[src/rtl/icache_2way_param_pkg.sv]
// Shared types and helpers for the parametrised 2-way instruction cache.
package icache_2way_param_pkg;

  typedef enum logic [1:0] {
    StIdle,
    StMemRead,
    StFlushWalk
  } state_e;

  localparam int unsigned DefaultLineW = 128;

  function automatic int unsigned clog2(input int unsigned value);
    int unsigned res;
    res = 0;
    for (int unsigned i = 0; i < 32; i++) begin
      if ((64'd1 << i) < 64'(value)) res = i + 1;
    end
    return res;
  endfunction

endpackage

[src/rtl/icache_2way_param_way.sv]
// One cache way: valid/tag/data arrays with lookup, fill write and per-set invalidate.
module icache_2way_param_way
  import icache_2way_param_pkg::*;
#(
  parameter int unsigned NumSets = 8,
  parameter int unsigned TagW    = 25,
  parameter int unsigned LineW   = DefaultLineW,
  localparam int unsigned IndexW = clog2(NumSets)
) (
  input  logic              clk_i,
  input  logic              rst_ni,
  input  logic [IndexW-1:0] rd_index_i,
  input  logic [TagW-1:0]   rd_tag_i,
  output logic              valid_o,
  output logic              hit_o,
  output logic [LineW-1:0]  line_o,
  input  logic              fill_en_i,
  input  logic [IndexW-1:0] fill_index_i,
  input  logic [TagW-1:0]   fill_tag_i,
  input  logic [LineW-1:0]  fill_line_i,
  input  logic              inv_en_i,
  input  logic [IndexW-1:0] inv_index_i
);

  logic [NumSets-1:0] valid_q;
  logic [TagW-1:0]    tag_q  [NumSets];
  logic [LineW-1:0]   data_q [NumSets];

  always_ff @(posedge clk_i or negedge rst_ni) begin
    if (!rst_ni) begin
      valid_q <= '0;
    end else if (fill_en_i) begin
      valid_q[fill_index_i] <= 1'b1;
    end else if (inv_en_i) begin
      valid_q[inv_index_i] <= 1'b0;
    end
  end

  // Tag and data need no reset: nothing reads them while valid is clear.
  always_ff @(posedge clk_i) begin
    if (fill_en_i) begin
      tag_q[fill_index_i]  <= fill_tag_i;
      data_q[fill_index_i] <= fill_line_i;
    end
  end

  assign valid_o = valid_q[rd_index_i];
  assign hit_o   = valid_o && (tag_q[rd_index_i] == rd_tag_i);
  assign line_o  = data_q[rd_index_i];

endmodule

[src/rtl/icache_2way_param.sv]
// 2-way set-associative instruction cache with true LRU and a fence.i invalidate walk.
module icache_2way_param
  import icache_2way_param_pkg::*;
#(
  parameter int unsigned NUM_SETS       = 8,
  parameter int unsigned WORDS_PER_LINE = 4,
  localparam int unsigned OFFSET_W = clog2(WORDS_PER_LINE) + 2,
  localparam int unsigned INDEX_W  = clog2(NUM_SETS),
  localparam int unsigned TAG_W    = 32 - INDEX_W - OFFSET_W,
  localparam int unsigned LINE_W   = 32 * WORDS_PER_LINE
) (
  input  logic                  clk_i,
  input  logic                  rst_ni,
  input  logic                  read_i,
  input  logic [31:0]           address_i,
  output logic [31:0]           instruction_o,
  output logic                  busywait_o,
  input  logic                  flush_i,
  output logic                  ins_mem_read_o,
  output logic [31-OFFSET_W:0]  ins_mem_address_o,
  input  logic [LINE_W-1:0]     ins_mem_instruction_i,
  input  logic                  ins_mem_busywait_i
);

  state_e               state_q;
  logic                 mem_read_q;
  logic [31-OFFSET_W:0] mem_addr_q;
  logic                 victim_q;
  logic                 flush_pend_q;
  logic [INDEX_W-1:0]   cnt_q;
  logic [NUM_SETS-1:0]  lru_q;

  logic [TAG_W-1:0]   tag;
  logic [INDEX_W-1:0] idx;
  logic [INDEX_W-1:0] mem_idx;
  logic [TAG_W-1:0]   mem_tag;
  logic               unused_addr_lsb;

  assign tag             = address_i[31 -: TAG_W];
  assign idx             = address_i[OFFSET_W +: INDEX_W];
  assign mem_idx         = mem_addr_q[INDEX_W-1:0];
  assign mem_tag         = mem_addr_q[INDEX_W +: TAG_W];
  assign unused_addr_lsb = ^address_i[1:0];

  logic              hit_w   [2];
  logic              valid_w [2];
  logic [LINE_W-1:0] line_w  [2];
  logic              fill_en;
  logic              inv_en;

  assign fill_en = (state_q == StMemRead) && !ins_mem_busywait_i;
  assign inv_en  = (state_q == StFlushWalk);

  for (genvar w = 0; w < 2; w++) begin : g_way
    icache_2way_param_way #(
      .NumSets (NUM_SETS),
      .TagW    (TAG_W),
      .LineW   (LINE_W)
    ) u_way (
      .clk_i        (clk_i),
      .rst_ni       (rst_ni),
      .rd_index_i   (idx),
      .rd_tag_i     (tag),
      .valid_o      (valid_w[w]),
      .hit_o        (hit_w[w]),
      .line_o       (line_w[w]),
      .fill_en_i    (fill_en && (victim_q == 1'(w))),
      .fill_index_i (mem_idx),
      .fill_tag_i   (mem_tag),
      .fill_line_i  (ins_mem_instruction_i),
      .inv_en_i     (inv_en),
      .inv_index_i  (cnt_q)
    );
  end

  logic              hit_any;
  logic              hit;
  logic              hit_way;
  logic              victim;
  logic [LINE_W-1:0] hit_line;
  logic [31:0]       word_sel;

  assign hit_any  = hit_w[0] | hit_w[1];
  assign hit      = read_i & hit_any;
  assign hit_way  = ~hit_w[0];
  assign hit_line = hit_way ? line_w[1] : line_w[0];
  // Fill invalid ways first, in order, before consulting LRU.
  assign victim   = !valid_w[0] ? 1'b0 : (!valid_w[1] ? 1'b1 : lru_q[idx]);

  if (WORDS_PER_LINE > 1) begin : g_word_mux
    logic [OFFSET_W-3:0] word_idx;
    assign word_idx = address_i[OFFSET_W-1:2];
    assign word_sel = hit_line[word_idx*32 +: 32];
  end else begin : g_word_single
    assign word_sel = hit_line[31:0];
  end

  assign instruction_o = hit ? word_sel : 32'h0;

  logic busywait;
  always_comb begin
    busywait = 1'b0;
    unique case (state_q)
      StIdle:      busywait = read_i && !hit_any;
      StMemRead:   busywait = 1'b1;
      StFlushWalk: busywait = read_i;
      default:     busywait = 1'b0;
    endcase
  end

  // The idle-miss stall is combinational, so hold it low explicitly during reset.
  assign busywait_o        = rst_ni & busywait;
  assign ins_mem_read_o    = mem_read_q;
  assign ins_mem_address_o = mem_addr_q;

  always_ff @(posedge clk_i or negedge rst_ni) begin
    if (!rst_ni) begin
      state_q      <= StIdle;
      mem_read_q   <= 1'b0;
      mem_addr_q   <= '0;
      victim_q     <= 1'b0;
      flush_pend_q <= 1'b0;
      cnt_q        <= '0;
      lru_q        <= '0;
    end else begin
      unique case (state_q)
        StIdle: begin
          if (hit) lru_q[idx] <= ~hit_way;
          if (flush_i) begin
            state_q <= StFlushWalk;
          end else if (read_i && !hit_any) begin
            state_q    <= StMemRead;
            mem_read_q <= 1'b1;
            mem_addr_q <= {tag, idx};
            victim_q   <= victim;
          end
        end
        StMemRead: begin
          if (!ins_mem_busywait_i) begin
            mem_read_q     <= 1'b0;
            lru_q[mem_idx] <= ~victim_q;
            flush_pend_q   <= 1'b0;
            state_q        <= (flush_pend_q || flush_i) ? StFlushWalk : StIdle;
          end else if (flush_i) begin
            flush_pend_q <= 1'b1;
          end
        end
        StFlushWalk: begin
          lru_q[cnt_q] <= 1'b0;
          if (cnt_q == INDEX_W'(NUM_SETS - 1)) begin
            state_q <= StIdle;
            cnt_q   <= '0;
          end else begin
            cnt_q <= cnt_q + 1'b1;
          end
        end
        default: state_q <= StIdle;
      endcase
    end
  end

endmodule

[config.mk]
export PLATFORM = sky130hd
export DESIGN_NAME = icache_2way_param
export DESIGN_NICKNAME = d
export VERILOG_FILES = /design/src/rtl/icache_2way_param_pkg.sv /design/src/rtl/icache_2way_param_way.sv /design/src/rtl/icache_2way_param.sv
export SDC_FILE = /design/constraint.sdc
export NUM_CORES = 2
export LEC_CHECK = 0
export ABC_AREA = 1
export BUFFER_PORTS_ARGS = -buffer_cell sky130_fd_sc_hd__buf_2
export CAP_MARGIN = 5
export CORE_ASPECT_RATIO = 1.5
export CORE_MARGIN = 8
export CORE_UTILIZATION = 40
export CTS_CLUSTER_SIZE = 40
export DETAILED_ROUTE_END_ITERATION = 10
export PLACE_DENSITY = 0.62
export REMOVE_ABC_BUFFERS = 1
export SYNTH_ARGS = -nofsm -noshare
export SYNTH_HDL_FRONTEND = slang
export SYNTH_SLANG_ARGS = --single-unit
[constraint.sdc]
create_clock -name clk_i -period 11.6 [get_ports clk_i]
set_input_delay 1.16 -clock clk_i [delete_from_list [all_inputs] [get_ports clk_i]]
set_output_delay 1.16 -clock clk_i [all_outputs]
set_load 0.01 [all_outputs]
==> impl_metrics.ini <==
[global_routing]
grt_pass1_vias = 57760
grt_max_degree = 167
globalRouteTotalUtil_pct = 20.61
grt_first_pass_wirelength_um = 395400
grt_antenna_before_repair = 74
gr-total-overflow = 0

[timing]
final-max-slew-violation-count = 0
setup-violations-final = 0
finalHoldViolations = 0
fin_setup_tns_ns = 0
worstMarginPinSlew_ns = 1.302
timing.slew.headroom_pct = 12.96
period_share_pct = 72.35
fin_ws_ns = 3.208
finClkSkew_ns = 0.1126
timing.final.crit_period_ns = 8.392
rsz0062_at_grt = false
max_freq_ghz = 0.1192

[placement]
dpl_worst_slack_ns = 3.191
finalWeightedCongestion = 0.8870
numPortBuffers = 224
hpwlAfterDp_um = 134900

[setup_path]
r2r_slack_ns = 6.66
worst_setup_path_start_kind = input port
timing_worst_setup_path_type = input port to output port
worst_r2r_startpoint = state_q[1]
sort_of_element_at_the_end_of_the_critical_path = output port
cp_data_required_time_ns = 10.44
timing.rr.end = g_way[0].u_way.data_q[2][59]
cp_max_fo = 78
length_in_cells_of_the_worst_reg_to_reg_path = 8
worst-endpoint-arrival_ns = 7.23

[cells_and_area]
final.fill_count = 20590
share_of_final_layout_standard_cells_stronger_than_drive_strength_1_pct = 10.92
layout.nets = 7087
utilization_pct = 45.47
synthToLayoutAreaGrowth_pct = 13.03

[clocking]
cts_tree = yes
h_tree_level_count = 4
numCtsBuffers = 230
clk_latency_ns = 0.91
clock-sinks = 2508
postCtsResizedCells = 0
clk_path_buf_depth = 4
clk_root_buffer_cell = clkbuf_16
cts_hold_repair.buffers = 0
clk_pin_slew_ns = 0.06
cts.repair_timing.setup_buffer_count = 0

[logic_synthesis]
yosys.cell_count.top_type = edfxtp_1
post_synth_most_frequent_cells = 2448 x edfxtp_1, 1067 x nand2_1, 593 x o22ai_1
synth_seq_cells = 2508
dominantRegCellSynth = edfxtp_1
synth-edff-count = 2448
synth.cell_area_sq_mm = 0.09545
postSynthCellCount = 6725
netlist_top_cells_area = edfxtp_1 77%, nand2_1 4.2%, o22ai_1 3.9%, nor2_1 2.2%, nand3_1 2.0%
syn_avg_cell_area_sq_um = 14.19
synth-seq-area-share_pct = 78.59
async_flop_share_pct = 2.392
yosysUniqueCellTypes = 42
netlist.top_cell.by_area = edfxtp_1
ys_warns = 0
synthDominantCellAreaShare_pct = 77.01

[die]
core_footprint_sq_mm = 0.2373
number_of_rows_in_the_core_area = 219
fp.dieH_um = 614.3
dieWidth_um = 414.9
initial_utilization_pct = 40.22
dieArea_sq_mm = 0.2548
io_pins = 227

[drt]
remaining_drc_errors = 0
wirelength_met1_um = 106400
dr.max_layer_used = met5
wl_met2_um = 136500
drt-vias-per-instance = 5.726
drt_iter0_drcs = 6413
detail_route.wirelength_um = 274100
wl_per_cell_um = 26.82
first_pass_iters = 6
wl_met3_um = 22260
antenna_left = 0
vias = 58530

[status]
status = complete, no violations

[min_path]
holdCritPathClass = input port to async pin

[power_and_ir_drop]
leakagePower_uw = 0.03680
power_density_mw_per_mm2 = 183.0
vdd.ir_drop.worst_mv = 0.1295

[job]
timing.max_cap.violations = 0
==> through the flow <==
stage | hold slack, ns | std cells | total power (uW) | area, sq um
final | 0.2815 | 10220 | 19740 | 107900
after global routing | 0.2745 | 10200 | 20330 | 107800
after CTS | 0.2392 | 10190 | 19840 | 107800
after detailed placement | 0.4847 | 9778 | 12210 | 100200
after global placement | 0.4769 | 9778 | 12160 | 100200
after floorplan | 0.4581 | 6363 | 11550 | 93980
==> metal layers <==
metal	track usage, %	vias to the layer above
met1	26.33	29730
met3	3.474	549
met4	6.936	34
met5	0	-
met2	35.70	2616
li1	-	25600
==> flip-flops by register name (all words and copies together), names as in the netlist, named ones only <==
register / cells
cnt_q: 3
flush_pend_q: 1
g_way.u_way.data_q: 2048
g_way.u_way.tag_q: 400
g_way.u_way.valid_q: 16
ins_mem_address_o: 28
ins_mem_read_o: 1
state_q: 2
victim_q: 1
==> cells in the final DEF (no fill, tap or decap), types with 131 or more instances in the layout <==
| cell | instances |
|---|---|
| clkbuf_16 | 232 |
| o21ai_0 | 131 |
| nor2_1 | 540 |
| edfxtp_1 | 2448 |
| o22ai_1 | 593 |
| inv_1 | 353 |
| nand2_1 | 1061 |
| nand3_1 | 381 |
| o221ai_1 | 183 |
| buf_2 | 221 |
| nor3_1 | 167 |
==> cell type report <==
cell class | instances | area, sq um | share of cell area, %
clock inverters | 133 | 1585 | 1.469
well taps | 3094 | 3871 | 3.588
multi-input cells | 3487 | 17780 | 16.48
inverters | 368 | 1409 | 1.306
clock buffers | 282 | 6023 | 5.583
flip-flops and latches | 2508 | 75010 | 69.53
diodes | 29 | 72.57 | 0.06726
repair buffers | 321 | 2136 | 1.980
==> worst max-delay path: stages <==
cell and delay, ns:
buf_6 0.45, inv_4 0.49, buf_4 0.48, nand2_4 0.65, inv_1 0.47, nand2_1 0.17, nand2_1 0.07, nor2_1 0.23
nand2_1 0.09, nand2_1 0.06, nand2_1 0.13, nor3b_1 0.24, nand2_1 0.08, nor2_1 0.12, nand2_1 0.11, a21oi_4 0.84
buf_4 0.42, nand2_1 0.08, nor2_1 0.47, buf_2 0.24
==> power breakdown <==
group	switching, uW	total, uW	internal, uW
combinational	990	1350	357
sequential	281	10700	10400
clock	3270	7720	4450
total	4540	19700	15200
==> logic make-up after synthesis <==
group,share of synthesized area [%]
buffers and inverters,2.993
AND/OR/NAND/NOR,10.83
AO/OA/AOI/OAI,7.511
flip-flops,78.59
adder cells (fa/ha/maj),0.07865
==> worst max path at each step <==
stage | from | to | slack (ns) | cells past startpoint
2_1_floorplan | address_i[4] | instruction_o[0] | 0.06 | 15
3_3_place_gp | address_i[4] | instruction_o[27] | 3.14 | 20
3_5_place_dp | address_i[4] | instruction_o[27] | 3.19 | 20
4_1_cts | address_i[4] | instruction_o[27] | 3.17 | 20
5_1_grt | address_i[4] | instruction_o[27] | 3.02 | 20
6_report | address_i[4] | instruction_o[27] | 3.21 | 20
Power figures use the tool's default switching activity.
